**src/rtl/wb_arb_decode.sv**
```systemverilog
// wb_arb_decode: two-master round-robin Wishbone arbiter with N-slave address decode, decode-error and timeout err generation
module wb_arb_decode #(
  parameter int NUM_SLAVES = 4,
  parameter logic [NUM_SLAVES*32-1:0] SLV_BASE = {32'h7000_2000, 32'h7000_1000, 32'h7000_0000, 32'h0000_0000},
  parameter logic [NUM_SLAVES*32-1:0] SLV_MASK = {32'hFFFF_F000, 32'hFFFF_F000, 32'hFFFF_F000, 32'hFFFF_C000},
  parameter int TIMEOUT_CYCLES = 255
) (
  input  logic                     clk,
  input  logic                     rst,
  input  logic [31:0]              m0_adr_i,
  input  logic [31:0]              m1_adr_i,
  input  logic [31:0]              m0_dat_i,
  input  logic [31:0]              m1_dat_i,
  input  logic [3:0]               m0_sel_i,
  input  logic [3:0]               m1_sel_i,
  input  logic                     m0_we_i,
  input  logic                     m1_we_i,
  input  logic                     m0_cyc_i,
  input  logic                     m1_cyc_i,
  input  logic                     m0_stb_i,
  input  logic                     m1_stb_i,
  output logic [31:0]              m0_dat_o,
  output logic [31:0]              m1_dat_o,
  output logic                     m0_ack_o,
  output logic                     m1_ack_o,
  output logic                     m0_err_o,
  output logic                     m1_err_o,
  output logic [31:0]              s_adr_o,
  output logic [31:0]              s_dat_o,
  output logic [3:0]               s_sel_o,
  output logic                     s_we_o,
  output logic [NUM_SLAVES-1:0]    s_cyc_o,
  output logic [NUM_SLAVES-1:0]    s_stb_o,
  input  logic [NUM_SLAVES*32-1:0] s_dat_i,
  input  logic [NUM_SLAVES-1:0]    s_ack_i,
  input  logic [NUM_SLAVES-1:0]    s_err_i,
  output logic                     bus_err_o,
  output logic                     err_type_o,
  output logic [31:0]              err_adr_o,
  output logic [1:0]               owner_o
);
  localparam int CW = TIMEOUT_CYCLES > 0 ? $clog2(TIMEOUT_CYCLES + 1) : 1;
  typedef enum logic [1:0] {IDLE, BUSY, ERR} state_t;
  state_t state, state_nxt;
  logic [1:0] owner, owner_nxt;
  logic last_m1, last_m1_nxt;
  logic [CW-1:0] cnt, cnt_nxt;
  logic bus_err_nxt, err_type_nxt;
  logic [31:0] err_adr_nxt;
  logic sel0, sel1, busy, in_err, r0, r1;
  logic [31:0] o_adr, o_dat, r_dat;
  logic [3:0] o_sel;
  logic o_we, o_cyc, o_stb, any_hit, s_ack, s_err, r_err, wait_cyc, tmo;
  logic [NUM_SLAVES-1:0] hit_vec, hit_oh;
  assign sel0 = owner == 2'b01;
  assign sel1 = owner == 2'b10;
  assign busy = state == BUSY;
  assign in_err = state == ERR;
  assign r0 = m0_cyc_i & m0_stb_i;
  assign r1 = m1_cyc_i & m1_stb_i;
  assign o_adr = sel0 ? m0_adr_i : sel1 ? m1_adr_i : '0;
  assign o_dat = sel0 ? m0_dat_i : sel1 ? m1_dat_i : '0;
  assign o_sel = sel0 ? m0_sel_i : sel1 ? m1_sel_i : '0;
  assign o_we  = sel0 ? m0_we_i  : sel1 & m1_we_i;
  assign o_cyc = sel0 ? m0_cyc_i : sel1 & m1_cyc_i;
  assign o_stb = sel0 ? m0_stb_i : sel1 & m1_stb_i;
  for (genvar g = 0; g < NUM_SLAVES; g++) begin : g_dec
    assign hit_vec[g] = (o_adr & SLV_MASK[32*g +: 32]) == SLV_BASE[32*g +: 32];
  end
  // isolate the lowest set bit so overlapping windows resolve to the lowest slave index
  assign hit_oh = hit_vec & (~hit_vec + NUM_SLAVES'(1));
  assign any_hit = |hit_vec;
  always_comb begin
    r_dat = '0;
    for (int i = 0; i < NUM_SLAVES; i++) r_dat = r_dat | (s_dat_i[32*i +: 32] & {32{hit_oh[i]}});
  end
  assign s_ack = busy & |(s_ack_i & hit_oh);
  assign s_err = busy & |(s_err_i & hit_oh);
  assign r_err = s_err | in_err;
  assign wait_cyc = busy & o_cyc & o_stb & any_hit & ~s_ack & ~s_err;
  assign tmo = TIMEOUT_CYCLES != 0 && wait_cyc && cnt == CW'(TIMEOUT_CYCLES - 1);
  assign s_adr_o = o_adr;
  assign s_dat_o = o_dat;
  assign s_sel_o = o_sel;
  assign s_we_o = o_we;
  assign s_cyc_o = {NUM_SLAVES{busy & o_cyc}} & hit_oh;
  assign s_stb_o = {NUM_SLAVES{busy & o_stb}} & hit_oh;
  assign m0_ack_o = sel0 & s_ack;
  assign m1_ack_o = sel1 & s_ack;
  assign m0_err_o = sel0 & r_err;
  assign m1_err_o = sel1 & r_err;
  assign m0_dat_o = {32{sel0 & busy}} & r_dat;
  assign m1_dat_o = {32{sel1 & busy}} & r_dat;
  assign owner_o = owner;
  always_comb begin
    state_nxt = state;
    owner_nxt = owner;
    last_m1_nxt = last_m1;
    bus_err_nxt = 1'b0;
    err_type_nxt = err_type_o;
    err_adr_nxt = err_adr_o;
    cnt_nxt = TIMEOUT_CYCLES != 0 && wait_cyc ? (cnt == CW'(TIMEOUT_CYCLES) ? cnt : cnt + 1'b1) : '0;
    case (state)
      IDLE: if (r0 | r1) begin
        state_nxt = BUSY;
        owner_nxt = r0 && (!r1 || last_m1) ? 2'b01 : 2'b10;
      end
      BUSY: if (!o_cyc) begin
        state_nxt = IDLE;
        owner_nxt = '0;
        last_m1_nxt = sel1;
      end else if ((o_stb && !any_hit) || tmo) begin
        state_nxt = ERR;
        bus_err_nxt = 1'b1;
        err_type_nxt = any_hit;
        err_adr_nxt = o_adr;
      end
      ERR: if (!o_cyc) begin
        state_nxt = IDLE;
        owner_nxt = '0;
        last_m1_nxt = sel1;
      end else state_nxt = BUSY;
      default: state_nxt = IDLE;
    endcase
  end
  always_ff @(posedge clk or negedge rst) begin
    if (!rst) begin
      state <= IDLE;
      owner <= '0;
      last_m1 <= 1'b1;
      cnt <= '0;
      bus_err_o <= 1'b0;
      err_type_o <= 1'b0;
      err_adr_o <= '0;
    end else begin
      state <= state_nxt;
      owner <= owner_nxt;
      last_m1 <= last_m1_nxt;
      cnt <= cnt_nxt;
      bus_err_o <= bus_err_nxt;
      err_type_o <= err_type_nxt;
      err_adr_o <= err_adr_nxt;
    end
  end
endmodule
```
**config.mk**
```make
export PLATFORM = sky130hd
export DESIGN_NAME = wb_arb_decode
export DESIGN_NICKNAME = d
export VERILOG_FILES = /design/src/rtl/wb_arb_decode.sv
export SDC_FILE = /design/constraint.sdc
export NUM_CORES = 1
export LEC_CHECK = 0
export ABC_AREA = 1
export CORE_AREA = 2 2 177 179
export DETAILED_ROUTE_END_ITERATION = 6
export DIE_AREA = 0 0 179 181
export GPL_ROUTABILITY_DRIVEN = 0
export PLACE_DENSITY_LB_ADDON = 0.05
export SETUP_SLACK_MARGIN = 0.1
export SYNTH_ARGS = -nofsm -noshare
export SYNTH_HDL_FRONTEND = slang
export SYNTH_SLANG_ARGS = --single-unit
```
**constraint.sdc**
```tcl
create_clock -name clk -period 8.6 [get_ports clk]
set_input_delay 2.15 -clock clk [delete_from_list [all_inputs] [get_ports clk]]
set_output_delay 2.15 -clock clk [all_outputs]
set_load 0.1 [all_outputs]
```
# Yosys cells after proc, flatten, opt, wreduce, memory -nomap -nowiden
# Index checks and enable logic that the tools add are counted.
dict set report classes {
  addsub 2
  n_eq_ne 13
  muxes 23
  n_bitwise 39
  n_reduce_logical 18
}
# operator n
set ops {}
lappend ops {{32-bit bitwise AND} 6}
lappend ops {{32-bit two-way mux} 4}
lappend ops {{32-bit OR} 3}
lappend ops {{20-bit by 19-bit == test with 1-bit output (second input constant)} 3}
lappend ops {{32-bit zero test} 1}
lappend ops {{4-bit bitwise AND} 5}
lappend ops {{1-bit bitwise AND} 19}
lappend ops {{8-bit == test (second input constant)} 2}
lappend ops {{8-bit two-way mux} 2}
lappend ops {{2-bit two-way mux} 6}
lappend ops {{4-bit OR reduction} 3}
lappend ops {{8-bit by 1-bit adder with 8-bit output (second input constant)} 1}
lappend ops {{4-bit two-way mux} 2}
lappend ops {{1-bit two-way mux} 7}
lappend ops {{2-bit inequality test (second input constant)} 3}
lappend ops {{2-bit case mux with 3 select lines} 1}
lappend ops {{3-bit AND reduction} 2}
lappend ops {{4-bit by 1-bit adder with 4-bit output (second input constant)} 1}
lappend ops {{2-bit by 1-bit == test with 1-bit output (second input constant)} 2}
lappend ops {{2-bit == test (second input constant)} 2}
lappend ops {{4-bit NOT} 1}
lappend ops {{2-bit case mux with 2 select lines} 1}
lappend ops {{2-bit AND reduction} 2}
lappend ops {{1-bit logical AND} 3}
lappend ops {{other kinds (8)} 13}
dict set report totals {
  ff_bits 47
  input_bits 280
  out_inout_bits 181
  word_cells 102
}

# Logic depth before layout (Yosys ltp)
dict set report logic_depth {
  depth_word 18
  ltp_mapped 21
  mapped_depth_nobuf 18
}

# Worst setup path after synthesis
# No wires, ideal clock.
dict set report synth_path {
  kind {input to output}
  startpoint {input m1_adr_i[26]}
  endpoint {output m0_dat_o[18]}
  arrival_time_ns 5.503
  required_ns 6.450
  path_slack_ns 0.947
  stages 11
  path_buffers 2
  cell_sequence {nand3_1 nand2_1 nor2_1 nand2_1 nor2_4 buf_4 nand4_1 nor3_2 clkbuf_1 a21oi_1 nor2_1}
}
dict set report synth_via {
  elab_chain_len 11
  word_cells_on_any_way 17
  classes_between {add/sub (1); eq/ne (3); mux (2); bitwise (10); reduce/logical (1)}
}
# element line
set synth_lines {}
lappend synth_lines {{from (decl)} 11} ;# input logic [31:0] m1_adr_i,
lappend synth_lines {{32-bit two-way mux * (2 in series)} 61} ;# assign o_adr = sel0 ? m0_adr_i : sel1 ? m1_adr_i : '0;
lappend synth_lines {{named net s_adr_o[26]} 28} ;# output logic [31:0] s_adr_o,
lappend synth_lines {{20-bit by 19-bit == test with 1-bit output or 32-bit zero test (tied branches)} 68} ;# assign hit_vec[g] = (o_adr & SLV_MASK[32*g +: 32]) == SLV_BASE[32*g +: 32];
lappend synth_lines {{4-bit NOT} 71} ;# assign hit_oh = hit_vec & (~hit_vec + NUM_SLAVES'(1));
lappend synth_lines {{4-bit by 1-bit adder with 4-bit output} 71}
lappend synth_lines {{4-bit bitwise AND *} 71}
lappend synth_lines {{32-bit bitwise AND} 75} ;# for (int i = 0; i < NUM_SLAVES; i++) r_dat = r_dat | (s_dat_i[32*i +: 32] & {32{hit_oh[i]}});
lappend synth_lines {{32-bit OR (2 in series)} 75}
lappend synth_lines {{32-bit OR *} 75}
lappend synth_lines {{32-bit bitwise AND *} 92} ;# assign m0_dat_o = {32{sel0 & busy}} & r_dat;
lappend synth_lines {{to (decl)} 22} ;# output logic [31:0] m0_dat_o,
# Mark *: on every way through the listed nets, which the timed path passes. The rest lies on a longest branch.

# Final worst setup path
dict set report layout_path {
  startpoint {input m0_adr_i[15]}
  endpoint {output m1_err_o}
}
dict set report layout_via {
  elab_chain_len 10
  word_cells_on_any_way 13
  classes_between {add/sub (1); eq/ne (3); mux (1); bitwise (6); reduce/logical (2)}
}
# element line
set layout_lines {}
lappend layout_lines {{from (decl)} 10} ;# input logic [31:0] m0_adr_i,
lappend layout_lines {{32-bit two-way mux *} 61}
lappend layout_lines {{20-bit by 19-bit == test with 1-bit output or 32-bit zero test (tied branches)} 68}
lappend layout_lines {{4-bit NOT} 71}
lappend layout_lines {{4-bit by 1-bit adder with 4-bit output} 71}
lappend layout_lines {{4-bit bitwise AND *} 71}
lappend layout_lines {{4-bit bitwise AND *} 78} ;# assign s_err = busy & |(s_err_i & hit_oh);
lappend layout_lines {{4-bit OR reduction *} 78}
lappend layout_lines {{1-bit bitwise AND *} 78}
lappend layout_lines {{1-bit OR *} 79} ;# assign r_err = s_err | in_err;
lappend layout_lines {{1-bit bitwise AND *} 91} ;# assign m1_err_o = sel1 & r_err;
lappend layout_lines {{to (decl)} 27} ;# output logic m1_err_o,
# Mark *: on every way between the ends. The rest lies on a longest branch, timed or not.

==> results.tsv <==
metric	value	unit
htreeDepth	2	
syn_inst	668	
clock_sinks	47	
hold_start	err_type_o	
synthMuxAreaShare	0	%
syn2layout_area_growth	132	%
overflow	0	
cp-end-kind	output pin	
reg2reg_from	owner_o[1]	
cts_setup_buffers	0	
drcViolationCount	0	
arrival	4.92	ns
root_buffer	clkbuf_16	
dominantRegCellSynth	dfrtp_1	
antenna_left	0	
core_area	0.0303	sq mm
synth-simple-area-share	38.8	%
status	completed	
vias_per_cell	4.31	
r2r_cells	18	
fin_cells	1495	
grt_max_degree	76	
num_vias	6441	
hold_violations	0	
synth_fp_nets	954	
peakVddDrop	0.141	mV
max_stage_delay	0.44	ns
path_delay_family	simple AND/OR/NAND/NOR gates	
period_needed	7.07	ns
synth_top_area_cell	dfrtp_1	
holdPathEnd	err_type_o	
slew_violations	0	
die_y	181	microns
worstSetupStartpointType	input pin	
min_path_type	flip-flop to flip-flop	
clock_path_buffers	2	
p_leak	4.17	nW
cts_resized	0	
synth-compound-area-share	23.6	%
synth.most_common_cell	nand2_1	
syn_area	0.00432	sq mm
finalSetupTns	0	ns
synth.top_cell.area_share	26.6	%
min_path_cells	2	
io_buffers	460	
power_density	343	mW/mm^2
wirelength	30300	microns
initial_core_util	14.2	%
slew_headroom	27.8	%
ys_types	35	
dpl.cell_count	1485	
final.fill_count	3200	
fin_skew	0.0126	ns
period_share	82.2	%
dp_hpwl	24800	microns
dieWidth	179	microns
synthTopCellsByCount	nand2_1 (197), nor2_1 (99), nand3_1 (72), a22o_1 (50), dfrtp_1 (46)	
synth_seq_cells	47	
critical_path.cell_chain	clkdlybuf4s50_1, nand2_1, nand2_1, nor2_2, nand3_2, nor2_4, buf_4, nand3_1, nand4_1, nand2_1, a21oi_1, buf_4	
cts_tree	done	
boundaryPins	461	
r2r_setup_slack	3.99	ns
crit_fanout	18	
cap_violations	0	
drtIter0Drc	276	
yosys_warnings	0	
required	6.45	ns
antenna_found_initial	3	
worstSkewPairLatency	0.31	ns
drive_above_1_share	11.1	%
yosysSeqAreaShare	27.2	%
synth_xor_area_share	0	%
die-area	0.0324	sq mm
wl_per_cell	20.3	microns
max_freq	142	MHz
setup_viol	0	
final_util	33.1	%
synth.area.top_cells	dfrtp_1 (27%), nand2_1 (17%), a22o_1 (10%), nor2_1 (8.6%), nand3_1 (8.3%)	
path_class	input pin to output pin	
grt_util_all_layers	17.9	%
first_global_vias	6644	
crit_top_cell	nand2_1	
numCtsBuffers	5	
synth-adder-area-share	1.74	%
num_rows	64	
async_reset_ff_share	100	%
grt_pass1_wl	43200	microns
synth_top_family_by_area	simple AND/OR/NAND/NOR gates	
fin_nets	1382	
synth_edf_count	0	
drtPass1Iterations	4	
cp_slowest_cell	nor2_4	
crit_buf_inv	3	
r2r-end	err_adr_o[31]	
syn_avg_cell_area	6.47	sq um
rsz0062_at_grt	no	
holdBufCountCts	0	
path_clk_slew	0.08	ns
worst_pin_slew	1.08	ns
[state kept, by name, summed over array words and instances, names as in the netlist]
| signal | cells |
|---|---|
| bus_err_o | 1 |
| err_adr_o | 32 |
| err_type_o | 1 |
| last_m1 | 1 |
| state | 2 |
| cnt | 8 |
| owner_o | 2 |
[logic make-up (layout without fill, tap and decap cells)]
| family | Yosys count | in the layout |
|---|---|---|
| AOI/OAI and AO/OA | 138 | 138 |
| adders and majority gates | 6 | 6 |
| buffers and inverters | 82 | 511 |
| DFF | 47 | 47 |
| other | 0 | 2 |
| and+or+nand+nor | 395 | 395 |
[worst max-delay path by stage]
stage | startpoint | to | slack, ns | cells after the start
after global routing | m0_adr_i[14] | m1_err_o | 1.29 | 12
after CTS | m0_adr_i[15] | m1_err_o | 1.49 | 12
after global placement | m1_adr_i[15] | m1_dat_o[15] | 1.53 | 14
after floorplan | m1_adr_i[26] | m0_dat_o[18] | 0.95 | 11
final | m0_adr_i[15] | m1_err_o | 1.53 | 12
after detailed placement | m0_adr_i[15] | m1_err_o | 1.50 | 12
[per-layer routing]
metal	routed length (microns)	GRT usage (%)
met2	16400	35.5
met3	2730	5.41
met5	16	0
met4	312	2.96
met1	10900	18.3
[final cells by class]
class | count | area (sq um) | area share (%)
sequential | 47 | 1180 | 11.7
antenna | 2 | 5.00 | 0.0498
tap | 396 | 495 | 4.93
multi-input combinational | 539 | 2790 | 27.8
timing repair buffer | 470 | 5290 | 52.6
inverter | 33 | 129 | 1.28
clock inverter | 3 | 46.3 | 0.460
clock buffer | 5 | 125 | 1.24
[power breakdown]
| group | total (mW) | switching, mW | internal, mW |
|---|---|---|---|
| clock | 0.236 | 0.0972 | 0.138 |
| sequential | 0.339 | 0.0592 | 0.280 |
| combinational | 2.88 | 2.22 | 0.660 |
| total | 3.45 | 2.37 | 1.08 |
[worst reg2reg max path, stage by stage, from the launching register on]
cell and delay, ns:
dfrtp_1 0.82, inv_2 0.32, nor2_4 0.81, nand2_1 0.10, nand2_1 0.16, nor2_1 0.06
nand2_1 0.10, nor2_4 0.05, buf_4 0.34, nand2_1 0.24, nand2_1 0.07, nor2_1 0.18
nor2_2 0.07, nand4_2 0.12, nand2_2 0.08, nand2_4 0.35, clkinv_4 0.35, nand2_1 0.21
nand2_1 0.06
[through the flow]
stage	instance area (sq um)	setup slack, ns	hold slack, ns	power, mW
floorplan	4320	0.947	0.465	2.46
global placement	9880	1.53	0.457	3.25
detailed placement	9880	1.50	0.459	3.25
CTS	10000	1.49	0.479	3.49
global route	10100	1.29	0.499	3.61
finish	10100	1.53	0.474	3.45
[cells in the final DEF (no fill, tap or decap), types with 2 or more instances in the layout]
cell             instances
clkdlybuf4s50_1        383
nand2_1                196
nor2_1                  98
nand3_1                 72
buf_12                  64
a22o_1                  50
dfrtp_1                 46
a21oi_1                 40
a32oi_1                 32
inv_1                   26
buf_4                   22
nand4_1                  8
o21ai_0                  7
inv_2                    6
nor2_2                   6
ha_1                     6
clkbuf_16                5
nor2_4                   4
o31ai_1                  4
nand2_2                  3
diode_2                  2
nand2_4                  2
Note: power is estimated with default switching activity, not from simulation.
==> edit, RTL diff (same settings) <==
Set the parameter `NUM_SLAVES` to 6 (it was 4).
--- a/src/rtl/wb_arb_decode.sv
+++ b/src/rtl/wb_arb_decode.sv
@@ -1,6 +1,6 @@
 // wb_arb_decode: two-master round-robin Wishbone arbiter with N-slave address decode, decode-error and timeout err generation
 module wb_arb_decode #(
-  parameter int NUM_SLAVES = 4,
+  parameter int NUM_SLAVES = 6,
   parameter logic [NUM_SLAVES*32-1:0] SLV_BASE = {32'h7000_2000, 32'h7000_1000, 32'h7000_0000, 32'h0000_0000},
   parameter logic [NUM_SLAVES*32-1:0] SLV_MASK = {32'hFFFF_F000, 32'hFFFF_F000, 32'hFFFF_F000, 32'hFFFF_C000},
   parameter int TIMEOUT_CYCLES = 255
Ports: changed (5 resized); port bits go from 461 to 533. The function was not compared with the original's and may differ.
==> edit against the original RTL <==
Sequential cell count stayed put; power is 12% lower; clock skew is 0.0073 ns lower; global-route usage is 1.8 points higher; wire length is 10% higher; worst setup slack worse by 0.48 ns; cell area is 0.67% higher; area after synthesis is 5.4% higher; critical path type unchanged; critical endpoint is now m1_dat_o[26].
==> edit: results <==
[global_route]
grt_usage_pct = 19.7
grt_pass1_wl_mm = 46.5
antenna_found_initial = 11
grt_pass1_vias = 6821
grt_max_degree = 55

[setup_path]
crit_path_start = m0_adr_i[26]
critPathMaxFanout = 46
worstPathArrival_ns = 5.40
r2r-start = owner_o[0]

[power_and_ir_drop]
ir_drop_mv = 0.202
p_leak_nw = 4.44

[timing]
fin_worst_skew_ns = 0.00523
relSlewSlack_pct = 28.2
max_freq_mhz = 132

[routing]
dr.pass1.iters = 4
avgViaCountPerCell = 4.31
drt_iter0_drc = 291
drc = 0
wirelength_mm = 33.4

[synthesis]
synth_fa_ha_area_share_pct = 1.65
yosys-top-cells-count = nand2_1, a21oi_1, nand3_1, nor2_1, a22o_1
yosys_warnings = 0
ys_seq_area_share_pct = 25.8
synth_top_flop_cell = dfrtp_1
yosys-top-cells-area = dfrtp_1, nand2_1, a22o_1, a21oi_1, nand3_1
yosysUniqueCellTypes = 35
synth_xor_area_share_pct = 0.768
synth_compound_area_share_pct = 26.3
synthMuxAreaShare_pct = 0

[clock_network]
clk_pin_slew_ns = 0.06
cts_buffers = 5
cts_buffer_depth = 2
root_buffer = clkbuf_16
cts_resized = 0
htree_levels = 2

[worst_hold_path]
min_path_type = reg2reg
worstHoldStart = err_type_o

[cells_and_area]
nets = 1522
n_fill_cell = 3285
reg_top3 = err_adr_o (32), cnt (8)
drive_above_1_share_pct = 11.0

[status]
status = finished, final reports clean

[placed_design]
hpwl_mm = 26.8
portBuffers = 496
edit: changes by cell type after synthesis, moves of 3 or more:
cell,change
a21oi_1,+42
a221oi_1,+6
a32oi_1,-6
buf_1,-6
buf_2,-4
buf_6,+4
clkbuf_1,+8
nand2_1,+44
nand2_2,+7
nand3_1,-16
nand3_2,+3
nor2_1,-43
nor2_2,-4
o31ai_1,-3
edit: cell families (layout without fill, tap and decap cells):
group,after synthesis,count (layout)
xor gates and xnor gates,4,4
buffers and inverters,85,548
DFF,47,47
AOI/OAI and AO/OA,175,175
adders and majority gates,6,6
and+or+nand+nor,387,387
other,1,10
edit: area by class of cell:
class	count	share of cell area, %
repair buffers	507	50.9
multi-input cells	574	29.6
well taps	396	4.90
inverters	33	1.25
flip-flops and latches	47	11.6
clock buffers	7	1.31
diodes	8	0.198
clock inverters	1	0.297
edit: power breakdown:
| part | internal [mW] | switching [mW] | leakage, nW | total [mW] |
|---|---|---|---|---|
| Clock | 0.138 | 0.0899 | 0.0782 | 0.228 |
| Sequential | 0.231 | 0.00907 | 0.649 | 0.240 |
| Combinational | 0.610 | 1.95 | 3.71 | 2.56 |
| Total | 0.979 | 2.05 | 4.44 | 3.02 |
edit: worst paths after layout:
path	end	slack (ns)	depth (start not counted)
worst min register to register	err_type_o	0.47	1
max in group asynchronous	err_adr_o[13]	6.18	2
min in group asynchronous	err_adr_o[26]	1.96	2
worst min-delay path	err_type_o	0.47	1
worst max register to register	err_type_o	3.79	18
worst max-delay path	m1_dat_o[26]	1.05	14
edit: critical path, stage by stage:
cell	delay, ns
clkdlybuf4s50_1	0.40
nand3_1	0.08
nand2_1	0.10
nor2_1	0.17
nand2_2	0.12
nor2_8	0.59
nand3_1	0.18
inv_1	0.47
buf_12	0.25
a32oi_1	0.07
nand2_1	0.09
a21oi_1	0.10
a21oi_1	0.35
buf_12	0.22
edit: through the flow:
stage	hold slack [ns]	instance area (sq um)	util, %	setup slack [ns]	std cells
after CTS	0.477	10100	33.3	0.940	1565
after floorplan	0.465	4560	-	0.847	706
after detailed placement	0.460	9940	32.7	0.952	1557
final	0.473	10100	33.3	1.05	1573
after global routing	0.492	10100	33.3	0.689	1569
after global placement	0.454	9940	32.7	0.953	1557
edit: metal layers:
layer | GRT usage, % | vias up | share of wire [%]
met5 | 0 | - | 0.078
met1 | 22.4 | 3126 | 39
met3 | 6.63 | 27 | 8.7
li1 | - | 3355 | -
met2 | 34.8 | 268 | 51
met4 | 4.98 | 4 | 1.6
